## src/rtl/cls_restoring_divider.sv

```systemverilog
// Iterative unsigned restoring divider: one trial subtraction per clock through a
// two-level borrow-lookahead subtractor, with a start/busy/done handshake.
module cls_restoring_divider #(
  parameter int WIDTH = 16
) (
  input  logic             clk,
  input  logic             rst_n,
  input  logic             start,
  input  logic [WIDTH-1:0] dividend,
  input  logic [WIDTH-1:0] divisor,
  output logic             busy,
  output logic             done,
  output logic [WIDTH-1:0] quotient,
  output logic [WIDTH-1:0] remainder,
  output logic             div_by_zero
);

  localparam int NG = WIDTH / 4;
  localparam int CW = (WIDTH > 2) ? $clog2(WIDTH) : 1;

  typedef enum logic [1:0] {IDLE, CALC, DONE} state_t;

  state_t           state_reg, state_next;
  // The partial remainder's top bit is always zero between iterations (A < M),
  // so only the low WIDTH bits are kept.
  logic [WIDTH-1:0] a_reg, a_next;
  logic [WIDTH-1:0] q_reg, q_next;
  logic [WIDTH-1:0] m_reg, m_next;
  logic [CW-1:0]    count_reg, count_next;
  logic [WIDTH-1:0] quotient_reg, quotient_next;
  logic [WIDTH-1:0] remainder_reg, remainder_next;
  logic             dbz_reg, dbz_next;

  logic [WIDTH:0]   trial;
  logic [WIDTH-1:0] diff;
  logic [NG-1:0]    grp_p, grp_g;
  logic [NG:0]      grp_bin;
  logic             borrow_out;
  logic [WIDTH-1:0] a_iter, q_iter;

  assign trial      = {a_reg, q_reg[WIDTH-1]};
  assign grp_bin[0] = 1'b0;

  generate
    for (genvar gi = 0; gi < NG; gi++) begin : g_grp
      localparam int B = gi * 4;
      logic [3:0] ga, gb, p, g, bin;
      assign ga = trial[B+3:B];
      assign gb = m_reg[B+3:B];
      assign p  = ~ga | gb;
      assign g  = ~ga & gb;
      assign bin[0] = grp_bin[gi];
      assign bin[1] = g[0] | (p[0] & grp_bin[gi]);
      assign bin[2] = g[1] | (p[1] & g[0]) | (p[1] & p[0] & grp_bin[gi]);
      assign bin[3] = g[2] | (p[2] & g[1]) | (p[2] & p[1] & g[0])
                    | (p[2] & p[1] & p[0] & grp_bin[gi]);
      assign diff[B+3:B] = ga ^ gb ^ bin;
      assign grp_g[gi] = g[3] | (p[3] & g[2]) | (p[3] & p[2] & g[1])
                       | (p[3] & p[2] & p[1] & g[0]);
      assign grp_p[gi] = &p;
      assign grp_bin[gi+1] = grp_g[gi] | (grp_p[gi] & grp_bin[gi]);
    end
  endgenerate

  // MSB stage subtracts a zero divisor bit, so only its borrow matters.
  assign borrow_out = ~trial[WIDTH] & grp_bin[NG];
  assign a_iter     = borrow_out ? trial[WIDTH-1:0] : diff;
  assign q_iter     = {q_reg[WIDTH-2:0], ~borrow_out};

  always_comb begin
    state_next     = state_reg;
    a_next         = a_reg;
    q_next         = q_reg;
    m_next         = m_reg;
    count_next     = count_reg;
    quotient_next  = quotient_reg;
    remainder_next = remainder_reg;
    dbz_next       = dbz_reg;
    case (state_reg)
      IDLE: begin
        if (start) begin
          if (divisor != '0) begin
            m_next     = divisor;
            a_next     = '0;
            q_next     = dividend;
            count_next = '0;
            dbz_next   = 1'b0;
            state_next = CALC;
          end else begin
            quotient_next  = '1;
            remainder_next = dividend;
            dbz_next       = 1'b1;
            state_next     = DONE;
          end
        end
      end
      CALC: begin
        a_next     = a_iter;
        q_next     = q_iter;
        count_next = count_reg + CW'(1);
        if (count_reg == CW'(WIDTH - 1)) begin
          quotient_next  = q_iter;
          remainder_next = a_iter;
          state_next     = DONE;
        end
      end
      DONE:    state_next = IDLE;
      default: state_next = IDLE;
    endcase
  end

  always_ff @(posedge clk) begin
    if (!rst_n) begin
      state_reg     <= IDLE;
      a_reg         <= '0;
      q_reg         <= '0;
      m_reg         <= '0;
      count_reg     <= '0;
      quotient_reg  <= '0;
      remainder_reg <= '0;
      dbz_reg       <= 1'b0;
    end else begin
      state_reg     <= state_next;
      a_reg         <= a_next;
      q_reg         <= q_next;
      m_reg         <= m_next;
      count_reg     <= count_next;
      quotient_reg  <= quotient_next;
      remainder_reg <= remainder_next;
      dbz_reg       <= dbz_next;
    end
  end

  assign busy        = (state_reg == CALC);
  assign done        = (state_reg == DONE);
  assign quotient    = quotient_reg;
  assign remainder   = remainder_reg;
  assign div_by_zero = dbz_reg;

endmodule

```

## config.mk

```make
export PLATFORM = sky130hd
export DESIGN_NAME = cls_restoring_divider
export DESIGN_NICKNAME = d
export VERILOG_FILES = /design/src/rtl/cls_restoring_divider.sv
export SDC_FILE = /design/constraint.sdc
export NUM_CORES = 1
export LEC_CHECK = 0
export BUFFER_PORTS_ARGS = -buffer_cell sky130_fd_sc_hd__clkbuf_2
export CORE_MARGIN = 5
export CORE_UTILIZATION = 29
export CTS_CLUSTER_DIAMETER = 150
export DETAILED_ROUTE_END_ITERATION = 12
export PLACE_DENSITY_LB_ADDON = 0.2
export SLEW_MARGIN = 20
export SYNTH_ARGS = -nofsm -noshare
export SYNTH_HDL_FRONTEND = slang
export SYNTH_SLANG_ARGS = --single-unit
```

## constraint.sdc

```tcl
create_clock -name clk -period 4.7 [get_ports clk]
set_input_delay 0.94 -clock clk [delete_from_list [all_inputs] [get_ports clk]]
set_output_delay 0.94 -clock clk [all_outputs]
set_load 0.02 [all_outputs]
```

==> metrics.txt, run 1 <==
run status=finished clean; Vias=3721; TritonCTS clock tree=yes; post-detailed-route DRC marker count=0; GRT overflow=0; layout cell share with drive strength beyond 1=17.66%; count of antenna-violating nets left after detailed routing=0; DIE WIDTH=approximately 140 µm; final clock period utilization by the worst path=67.04%; total routed wirelength=12580 µm; worst-case clock buffer depth=2; Clock Skew=roughly 0.0056 ns; antenna diode instance count=0; Slew @ Worst Pin=0.9097 ns; setup tns final=0 ns; insertion delay of the later-clocked pin in the worst-skew pair=0.34 ns; area occupied by multi-input gates=about 2600 µm²; Post-Synthesis Cell Area=about 4600 µm²; compound-cell area share of the yosys netlist=15.58%; sequential area share after synthesis=37.65%; power density of the placed cells=~360 nW/µm²; effective utilization at floorplan=29.33%; Final Worst Setup Slack=1.549 ns; number of ports placed on the die boundary=70; critical path endpoint category=flop; depth of the CTS H-tree=3; final-stage net count=656; Critical Path Slowest Stage Cell=sky130_fd_sc_hd__o22ai_4; cts repair resizes=0; number of cells on the worst hold path=2; Die ar.=18580 µm²; CP required=4.91 ns; Post-DP HPWL=9487 µm; Final GP Congestion=0.8171; first-pass iteration count of the detailed router=4; xor-xnor portion of the synthesized cell area=2.651%; number of instances in the synthesized netlist=530; fin cells=805; simple-gate portion of the synthesized area=20.83%; cells traversed along the worst timing path=inv_1 -> ha_1 -> or4_4 -> o21bai_1 -> a31oi_1 -> a21oi_2 -> o22ai_4 -> mux2i_1 -> o21ai_0; async set or reset register ratio after synthesis=0%; largest net degree at the start of global routing=52; most instantiated flip-flop cell in the synthesis netlist=sky130_fd_sc_hd__dfxtp_1; average size of a mapped cell=8.728 µm²; total count of hold-check failures in the final report=0; number of warnings reported in the yosys synthesis log=0; number of endpoints failing setup at the final stage=0; number of buffers added by the clock tree synthesis step=9; main combinational cell family by area after synthesis=simple AND/OR/NAND/NOR gates; clock slew at reported path FFs=0.06 ns; worst slack at placement=1.179 ns; std cell rows=46; most area-hungry cell type in the Yosys netlist=sky130_fd_sc_hd__dfxtp_1; placement-stage cell area=slightly above 5000 µm²; path type of the worst min-delay path=flop to flop; leakage power summed over all cells=2.354 nW; adder-cell share of the synthesized area=10.39%; number of vias per cell=about 4.6; net count of the mapped netlist=601; Worst R2R Path Depth=9; number of synthesized register bits=87; Post-CTS Repair Setup Buffers=0; WS Path Type=flop to flop; total non-filler cell area in the finished layout=roughly 5500 µm²; number of enable-type register cells in the synthesized netlist=0; Critical Path AT=between 3 and 4 ns; distinct cell type count after synthesis=46; number of fillers in the final layout=1696; area fraction of the dominant cell type after synthesis=a little under two fifths; Wirelength per Cell=about 16 µm; Fmax achieved=0.3174 GHz; # Max-Cap Violations=0; RSZ-0062 raised after global routing=false; DRT iter0 DRCs=~140; Clock Root Buffer=sky130_fd_sc_hd__clkbuf_16; area added between synthesis and finish=18.61%; area taken by flip-flops and latches=roughly 1700 µm²; clock period minus final worst setup slack=3.151 ns; worst hold slack=~0.49 ns; Crit path largest cell delay=0.69 ns; via count of the first global-routing pass=between 3000 and 4000; Crit Path Max Fanout=23; Worst slew margin=39.35%; final number of max-transition violations=0; top area cells in the synthesized netlist=sky130_fd_sc_hd__dfxtp_1 38%, sky130_fd_sc_hd__ha_1 8.7%, sky130_fd_sc_hd__mux2i_1 5.6%; initial antenna violation count=0; Num Clock Sinks=87; sort of element at the start of the critical path=flop; port bufs=69; global-route wire length before repair=20380 µm; # hold bufs at CTS=0; count of placed standard cells including taps=790; core box area=15770 µm²; height of the die=136.3 µm; all-layer global routing usage=14.20%; Worst VDD drop=approximately 0.16 mV; proportion of synthesized area in mux cells=6.843%
## through the flow
| step | total power [W] | utilization [%] |
|---|---|---|
| floorplan | 0.001105 | - |
| global placement | 0.001206 | 32.71 |
| detailed placement | 0.001211 | 32.71 |
| CTS | 0.002026 | 34.79 |
| global route | 0.002098 | 34.79 |
| finish | 0.001998 | 34.79 |
## Yosys cell counts (2+ instances only)
cell type and n:
sky130_fd_sc_hd__dfxtp_1 87, sky130_fd_sc_hd__nand2_1 67, sky130_fd_sc_hd__inv_1 38, sky130_fd_sc_hd__ha_1 32, sky130_fd_sc_hd__o21ai_0 31, sky130_fd_sc_hd__mux2i_1 26
sky130_fd_sc_hd__nor2_1 26, sky130_fd_sc_hd__clkbuf_1 25, sky130_fd_sc_hd__nor2b_1 23, sky130_fd_sc_hd__nand3_1 19, sky130_fd_sc_hd__o211a_1 17, sky130_fd_sc_hd__nor3_1 16
sky130_fd_sc_hd__nor3b_1 16, sky130_fd_sc_hd__o2bb2ai_1 12, sky130_fd_sc_hd__a21oi_1 7, sky130_fd_sc_hd__xnor2_1 7, sky130_fd_sc_hd__xor2_1 7, sky130_fd_sc_hd__nor4_1 6
sky130_fd_sc_hd__mux2_2 5, sky130_fd_sc_hd__o211ai_1 5, sky130_fd_sc_hd__or3_1 5, sky130_fd_sc_hd__fa_1 4, sky130_fd_sc_hd__nand2b_1 4, sky130_fd_sc_hd__o21bai_1 4
sky130_fd_sc_hd__o31ai_1 4, sky130_fd_sc_hd__or2_2 4, sky130_fd_sc_hd__a21boi_0 3, sky130_fd_sc_hd__buf_1 3, sky130_fd_sc_hd__a211oi_1 2, sky130_fd_sc_hd__a31oi_1 2
sky130_fd_sc_hd__a32oi_1 2, sky130_fd_sc_hd__and2_1 2, sky130_fd_sc_hd__and3_1 2, sky130_fd_sc_hd__buf_2 2, sky130_fd_sc_hd__buf_6 2, sky130_fd_sc_hd__nand4_1 2
sky130_fd_sc_hd__o21ai_1 2
## cell families (layout without fill, tap and decap cells)
family	count (synthesis)	after routing
adder cells (fa/ha/maj)	36	36
AO/OA/AOI/OAI	98	98
XOR/XNOR	14	14
buffers and inverters	70	129
flip-flops	87	87
AND/OR/NAND/NOR	194	194
multiplexers	31	31
## critical path, delay by kind of cell, from the launching register on
| family | cells | cell delay, ns |
|---|---|---|
| buffers and inverters | 1 | 0.05 |
| AND/OR/NAND/NOR | 1 | 0.56 |
| AO/OA/AOI/OAI | 5 | 1.36 |
| flip-flops | 1 | 0.36 |
| adder cells (fa/ha/maj) | 1 | 0.21 |
| multiplexers | 1 | 0.48 |
## final cells by class
class	count	area share, %
clock inverter	4	1.733
inverter	38	2.600
timing repair buffer	76	7.252
tap	216	4.926
sequential	87	31.74
clock buffer	11	4.242
multi-input combinational	373	47.50
## path summary, 6_finish.rpt
| kind | start | to | slack (ns) |
|---|---|---|---|
| max | m_reg[11] | a_reg[9] | 1.55 |
| min | a_reg[13] | a_reg[13] | 0.49 |
| max reg2reg | m_reg[11] | a_reg[9] | 1.55 |
| min reg2reg | a_reg[13] | a_reg[13] | 0.49 |
## metal layers
| metal | track usage, % | up-vias | share of wire, % |
|---|---|---|---|
| li1 | - | 1931 | - |
| met1 | 18.22 | 1724 | 47 |
| met2 | 23.83 | 54 | 49 |
| met3 | 2.998 | 12 | 2.9 |
| met4 | 4.535 | 0 | 1.4 |
| met5 | 0 | - | 0 |
## power breakdown
| part | switching (W) | internal (W) | total, W |
|---|---|---|---|
| sequential | 0.0000307 | 0.000770 | 0.000801 |
| clock | 0.000291 | 0.000516 | 0.000807 |
| combinational | 0.000229 | 0.000161 | 0.000390 |
| total | 0.000551 | 0.00145 | 0.00200 |
## layout by cell type, fill, tap and decap left out, drive strengths merged, types with 3 or more instances in the layout
cell type	count
o21bai	4
o211a	17
o2bb2ai	12
inv	38
a21oi	8
nor3	16
dfxtp	87
xnor2	7
nor2b	23
nor4	6
buf	7
a211oi	3
nand3	19
nor2	26
bufinv	3
clkbuf	80
xor2	7
or2	4
nand2b	4
ha	32
mux2	5
nor3b	16
o31ai	5
o211ai	5
a21boi	3
fa	4
mux2i	26
nand2	67
or3	5
o21ai	33
(Power assumes the default switching activity.)
==> run 2: changes to the inputs <==
--- a/config.mk
+++ b/config.mk
@@ -5,6 +5,7 @@
 export SDC_FILE = /design/constraint.sdc
 export NUM_CORES = 1
 export LEC_CHECK = 0
+export ABC_AREA = 1
 export BUFFER_PORTS_ARGS = -buffer_cell sky130_fd_sc_hd__clkbuf_2
 export CORE_MARGIN = 5
 export CORE_UTILIZATION = 29
==> constraint.sdc (replaced) <==
create_clock -name clk -period 3.2 [get_ports clk]
set_input_delay 0.64 -clock clk [delete_from_list [all_inputs] [get_ports clk]]
set_output_delay 0.64 -clock clk [all_outputs]
set_load 0.02 [all_outputs]
==> run 2 against run 1 <==
Against the previous run: final cell count rose by 18%; clock-buffer cell count is 1 lower; critical path depth grew 9; sequential power rose by 55%; combinational power grew 100%; fmax increased by 28%; clock skew up 0.0063 ns; register-to-register slack got worse by 0.80 ns.
==> metrics.txt, run 2 <==
sequential area share after synthesis=a little over a third; top routing layer in use=met4; leakage power summed over all cells=approximately 2.8 nW; count of antenna-violating nets left after detailed routing=0; Worst VDD drop=0.2909 mV; final-stage net count=just under 800; net count of the mapped netlist=739; top area cells in the synthesized netlist=sky130_fd_sc_hd__dfxtp_1 36%, sky130_fd_sc_hd__inv_1 8.3%, sky130_fd_sc_hd__ha_1 8.2%; height of the die=139.4 µm; final clock period utilization by the worst path=76.64%; number of fillers in the final layout=1796; Post-CTS Repair Setup Buffers=0; number of synthesized register bits=87; total count of hold-check failures in the final report=0; average size of a mapped cell=approximately 7.3 µm²; number of enable-type register cells in the synthesized netlist=0; global-route wire length before repair=21980 µm; power density of the placed cells=537.3 nW/µm²; main combinational cell family by area after synthesis=simple AND/OR/NAND/NOR gates; most frequent cells after synthesis=108 x sky130_fd_sc_hd__inv_1, 98 x sky130_fd_sc_hd__nand2_1, 87 x sky130_fd_sc_hd__dfxtp_1; Clock Skew=approximately 0.012 ns; library cell with the highest instance count after synthesis=sky130_fd_sc_hd__inv_1; xor-xnor portion of the synthesized cell area=roughly 1.4%; std cell rows=47; Fmax achieved=about 0.41 GHz; Slew @ Worst Pin=about 0.73 ns; Final GP Congestion=0.7930; number of instances in the synthesized netlist=~670; GRT overflow=0; Critical Path Slowest Stage Cell=sky130_fd_sc_hd__dfxtp_1; via count of the first global-routing pass=4121; number of buffers added by the clock tree synthesis step=9; most used cells in the layout excluding fill and tap cells=108 x sky130_fd_sc_hd__inv_1, 98 x sky130_fd_sc_hd__nand2_1, 87 x sky130_fd_sc_hd__dfxtp_1, 69 x sky130_fd_sc_hd__clkbuf_2, 65 x sky130_fd_sc_hd__o21ai_0; clock period minus final worst setup slack=2.452 ns; fin cells=948; most frequent cell on the critical path=sky130_fd_sc_hd__nand2_4; start point of the critical path=a_reg[2]; initial antenna violation count=0; sum of routed wire segments on met1=7024 µm; cts repair resizes=0; cells traversed along the worst timing path=inv_1 -> ha_1 -> nor2_1 -> nand2_2 -> nand2_2 -> nand2_4 -> nand2_4 -> nand2_4 -> nand2_2 -> nand2_4 -> nand2_4 -> nand2_4 -> a21oi_4 -> buf_4 -> nand2_1 -> nand3_1 -> nand2_1 -> inv_1; # hold bufs at CTS=0; final number of max-transition violations=0; most common cell after layout, fill and taps aside=sky130_fd_sc_hd__inv_1; port bufs=between 60 and 70; Critical Path AT=2.76 ns; sort of element at the start of the critical path=flop; RSZ-0062 raised after global routing=false; distinct cell type count after synthesis=36; Clock Root Buffer=sky130_fd_sc_hd__clkbuf_16; adder-cell share of the synthesized area=9.892%; number of warnings reported in the yosys synthesis log=0; most area-hungry cell type in the Yosys netlist=sky130_fd_sc_hd__dfxtp_1; worst-case clock buffer depth=2; Crit path largest cell delay=0.40 ns; DIE WIDTH=139.4 µm; Post-Synthesis Cell Area=roughly 5000 µm²; largest net degree at the start of global routing=66; DRT iter0 DRCs=approximately 230; # Max-Cap Violations=0; count of placed standard cells including taps=932; total routed wirelength=~13000 µm; Post-DP HPWL=slightly below 10000 µm; Hold Startpoint=q_reg[10]; proportion of synthesized area in mux cells=0%; Die ar.=19440 µm²; run status=finished clean; number of endpoints failing setup at the final stage=0; WS Path Type=flop to flop; all-layer global routing usage=14.04%; critical path endpoint category=flop; Reg2Reg Launch Point=a_reg[2]; number of ports placed on the die boundary=70; worst hold slack=0.4812 ns; metal3 WL=447 µm; area fraction of the dominant cell type after synthesis=35.86%; Wirelength per Cell=~14 µm; layout cell share with drive strength beyond 1=17.31%; Worst slew margin=51.10%; effective utilization at floorplan=~29%; simple-gate portion of the synthesized area=25.01%; insertion delay of the later-clocked pin in the worst-skew pair=0.36 ns; async set or reset register ratio after synthesis=0%; Num Clock Sinks=87; post-detailed-route DRC marker count=0; CP required=3.51 ns; Vias=roughly 4300; area added between synthesis and finish=17.98%; compound-cell area share of the yosys netlist=15.58%; met2 WL post-DR=5589 µm; setup tns final=0 ns; core box area=16520 µm²; first-pass iteration count of the detailed router=4; most instantiated flip-flop cell in the synthesis netlist=sky130_fd_sc_hd__dfxtp_1; Crit Path Max Fanout=18; depth of the CTS H-tree=3; TritonCTS clock tree=yes; clock slew at reported path FFs=~0.07 ns; path type of the worst min-delay path=flop to flop; antenna diode instance count=0; number of vias per cell=4.576
## run 2: cell count changes after synthesis, moves of 26 or more
cell / before / now
sky130_fd_sc_hd__nor2_1: 26 / 58
sky130_fd_sc_hd__mux2i_1: 26 / 0
sky130_fd_sc_hd__a21oi_1: 7 / 49
sky130_fd_sc_hd__o21ai_0: 31 / 65
sky130_fd_sc_hd__nand2_1: 67 / 98
sky130_fd_sc_hd__inv_1: 38 / 108
## run 2: where the power goes
| part | internal (W) | total [W] | switching [W] |
|---|---|---|---|
| clock | 0.000559 | 0.00105 | 0.000494 |
| combinational | 0.000271 | 0.000784 | 0.000514 |
| sequential | 0.00118 | 0.00124 | 0.0000578 |
## run 2: through the flow
stage / setup slack, ns / cell area, µm² / utilization, % / power (W)
global placement: 0.5675 / 5440 / 32.92 / 0.002059
finish: 0.7476 / 5731 / 34.68 / 0.003079
floorplan: 1.243 / 4857 / - / 0.001821
CTS: 0.7144 / 5731 / 34.68 / 0.003123
detailed placement: 0.5315 / 5440 / 32.92 / 0.002055
global route: 0.5130 / 5731 / 34.68 / 0.003264
## run 2: worst max-delay path, delay by kind of cell (launching register included)
family / cells / cell delay [ns]
compound gates: 1 / 0.18
fa+ha+maj: 1 / 0.21
buf+inv: 3 / 0.46
simple gates: 13 / 1.15
flops: 1 / 0.40
## run 2: worst paths after layout
path / end / cells after the start / slack [ns]
worst min register to register: q_reg[10] / 2 / 0.48
worst min-delay path: q_reg[10] / 2 / 0.48
worst max-delay path: remainder[15] / 18 / 0.75
worst max register to register: remainder[15] / 18 / 0.75
## run 2: cells by family (layout without fill, tap and decap cells)
logic type / count (synthesis) / after routing
adders and majority gates: 36 / 36
DFF: 87 / 87
and+or+nand+nor: 251 / 251
buffers and inverters: 147 / 207
xor gates and xnor gates: 8 / 8
AOI/OAI and AO/OA: 139 / 139
## run 2: final cells by class
type	count	area, µm²	area share [%]
repair buffers	78	462.9	8.079
well taps	220	275.3	4.803
clock inverters	6	51.30	0.8952
multi-input cells	434	2536	44.26
inverters	113	424.2	7.402
clock buffers	10	239.0	4.170
flip-flops and latches	87	1742	30.39
## run 2: layer usage
metal,up-vias,global-route usage [%]
met5,-,0
met4,0,6.076
met3,15,2.230
met2,91,20.87
met1,1965,20.08
li1,2267,-
==> run 3: changes to the inputs <==
==> constraint.sdc (replaced) <==
create_clock -name clk -period 2.4 [get_ports clk]
set_input_delay 0.48 -clock clk [delete_from_list [all_inputs] [get_ports clk]]
set_output_delay 0.48 -clock clk [all_outputs]
set_load 0.02 [all_outputs]
==> run 3 against run 2 <==
Against the previous run: clock skew is 0.0024 ns lower; sequential cell count did not move; non-clock buffer count grew 13; first-iteration DRC count is 4.3% lower; utilization rose by 0.70 points; worst hold slack worse by 0.047 ns; register-to-register slack got worse by 0.52 ns; sequential power up 33%; setup slack got worse by 0.52 ns; highest routed layer unchanged.
==> metrics.txt, run 3 (synthesized netlist as in run 2, its figures left out) <==
run status=finished clean; final number of max-transition violations=0; total count of hold-check failures in the final report=0; core box area=roughly 17000 µm²; Clock Root Buffer=sky130_fd_sc_hd__clkbuf_16; top routing layer in use=met4; post-detailed-route DRC marker count=0; depth of the CTS H-tree=3; total routed wirelength=13260 µm; switching share of power=33.32%; Crit Path Max Fanout=17; CP required=around 2.6 ns; sort of element at the start of the critical path=flop; Hold EP=m_reg[11]; Clock Skew=around 0.0094 ns; insertion delay of the later-clocked pin in the worst-skew pair=0.35 ns; P_int=0.002797 W; first-pass iteration count of the detailed router=4; Wirelength per Cell=13.80 µm; fin cells=961; Slew @ Worst Pin=about 0.74 ns; Fmax achieved=0.4594 GHz; Worst R2R Path Depth=11; GRT overflow=0; number of ports placed on the die boundary=70; DRT iter0 DRCs=224; TritonCTS clock tree=yes; number of fillers in the final layout=1776; setup tns final=0 ns; worst-case clock buffer depth=2; Worst VDD drop=0.3837 mV; most used cells in the layout excluding fill and tap cells=108 x sky130_fd_sc_hd__inv_1, 98 x sky130_fd_sc_hd__nand2_1, 87 x sky130_fd_sc_hd__dfxtp_1, 69 x sky130_fd_sc_hd__clkbuf_2, 65 x sky130_fd_sc_hd__o21ai_0; portion of total power attributed to combinational logic=25.6%; height of the die=139.4 µm; cts repair resizes=0; Vias=4320; sequential group share of total power=roughly 39%; number of endpoints failing setup at the final stage=0; layout cell share with drive strength beyond 1=18.76%; global-route wire length before repair=22520 µm; number of buffers added by the clock tree synthesis step=9; all-layer global routing usage=14.18%; Switching Power=0.001397 W; critical path endpoint category=flop; # hold bufs at CTS=0; clock slew at reported path FFs=0.06 ns; number of cells on the worst hold path=3; effective utilization at floorplan=29.39%; final-stage net count=slightly above 800; capture point of the worst reg-to-reg path=q_reg[0]; antenna diode instance count=0; Reg2Reg Launch Point=a_reg[9]; count of placed standard cells including taps=945; sum of routed wire segments on met1=roughly 7000 µm; Worst slew margin=50.33%; Die ar.=19440 µm²; RSZ-0062 raised after global routing=false; leakage power summed over all cells=2.841 nW; std cell rows=47; power density of the placed cells=717.4 nW/µm²; via count of the first global-routing pass=roughly 4300; path type of the worst min-delay path=primary input to flop; metal3 WL=around 450 µm; port bufs=69; Num Clock Sinks=87; Post-DP HPWL=9863 µm; R2R Setup Slk=roughly 0.22 ns; Post-CTS Repair Setup Buffers=0; # Max-Cap Violations=0; most common cell after layout, fill and taps aside=sky130_fd_sc_hd__inv_1; clock period minus final worst setup slack=2.177 ns; met2 WL post-DR=5577 µm; final clock period utilization by the worst path=90.69%; Critical Path AT=2.40 ns; Hold Startpoint=divisor[11]; share of total power in the clock network=approximately a third; count of antenna-violating nets left after detailed routing=0; WS Path Type=flop to flop; area added between synthesis and finish=20.38%; largest net degree at the start of global routing=47; initial antenna violation count=0; number of vias per cell=about 4.5; DIE WIDTH=139.4 µm; Final GP Congestion=0.7950
[run 3: critical path: stages, from the launching register on]
cell	delay (ns)
sky130_fd_sc_hd__dfxtp_1	0.36
sky130_fd_sc_hd__ha_1	0.25
sky130_fd_sc_hd__or2_2	0.30
sky130_fd_sc_hd__nor3_1	0.18
sky130_fd_sc_hd__nand2_2	0.10
sky130_fd_sc_hd__nand2_4	0.09
sky130_fd_sc_hd__nand2_4	0.05
sky130_fd_sc_hd__nand2_4	0.12
sky130_fd_sc_hd__a21oi_4	0.07
sky130_fd_sc_hd__buf_12	0.20
sky130_fd_sc_hd__nor3_1	0.26
sky130_fd_sc_hd__nor2_1	0.06
[run 3: area by class of cell]
type	count	area, µm²	area share (%)
repair buffers	91	560.5	9.587
clock buffers	10	239.0	4.087
flip-flops and latches	87	1742	29.79
inverters	113	424.2	7.254
clock inverters	6	70.07	1.198
multi-input cells	434	2536	43.38
well taps	220	275.3	4.708
[run 3: metrics by stage]
| step | hold WS (ns) | area, µm² | power [W] | setup slack (ns) | util (%) |
|---|---|---|---|---|---|
| detailed placement | 0.4681 | 5538 | 0.002762 | 0.03232 | 33.51 |
| global route | 0.4716 | 5847 | 0.004456 | 0.01246 | 35.38 |
| global placement | 0.4711 | 5538 | 0.002776 | 0.01386 | 33.51 |
| floorplan | 0.4441 | 4857 | 0.002428 | 0.4433 | - |
| finish | 0.4347 | 5847 | 0.004194 | 0.2233 | 35.38 |
| CTS | 0.4257 | 5847 | 0.004254 | 0.2313 | 35.38 |
[run 3: worst max-delay path by stage]
| stage | startpoint | endpoint | cells past startpoint |
|---|---|---|---|
| 2_1_floorplan | a_reg[2] | remainder[13] | 16 |
| 3_3_place_gp | divisor[0] | q_reg[0] | 11 |
| 3_5_place_dp | divisor[0] | q_reg[0] | 11 |
| 4_1_cts | m_reg[10] | q_reg[0] | 12 |
| 5_1_grt | m_reg[10] | q_reg[0] | 12 |
| 6_report | a_reg[9] | q_reg[0] | 11 |
[run 3: power groups by stage]
| stage | clock network [W] | registers [W] | logic (W) |
|---|---|---|---|
| floorplan | 0 | 0.00174 | 0.000684 |
| global placement | 0 | 0.00169 | 0.00109 |
| detailed placement | 0 | 0.00169 | 0.00108 |
| CTS | 0.00151 | 0.00166 | 0.00109 |
| global route | 0.00157 | 0.00167 | 0.00122 |
| finish | 0.00147 | 0.00165 | 0.00107 |
[run 3: layer usage]
| layer | global-route usage [%] | up-vias |
|---|---|---|
| met5 | 0 | - |
| met4 | 5.922 | 0 |
| met3 | 2.298 | 18 |
| met2 | 20.94 | 78 |
| met1 | 20.46 | 1940 |
| li1 | - | 2284 |
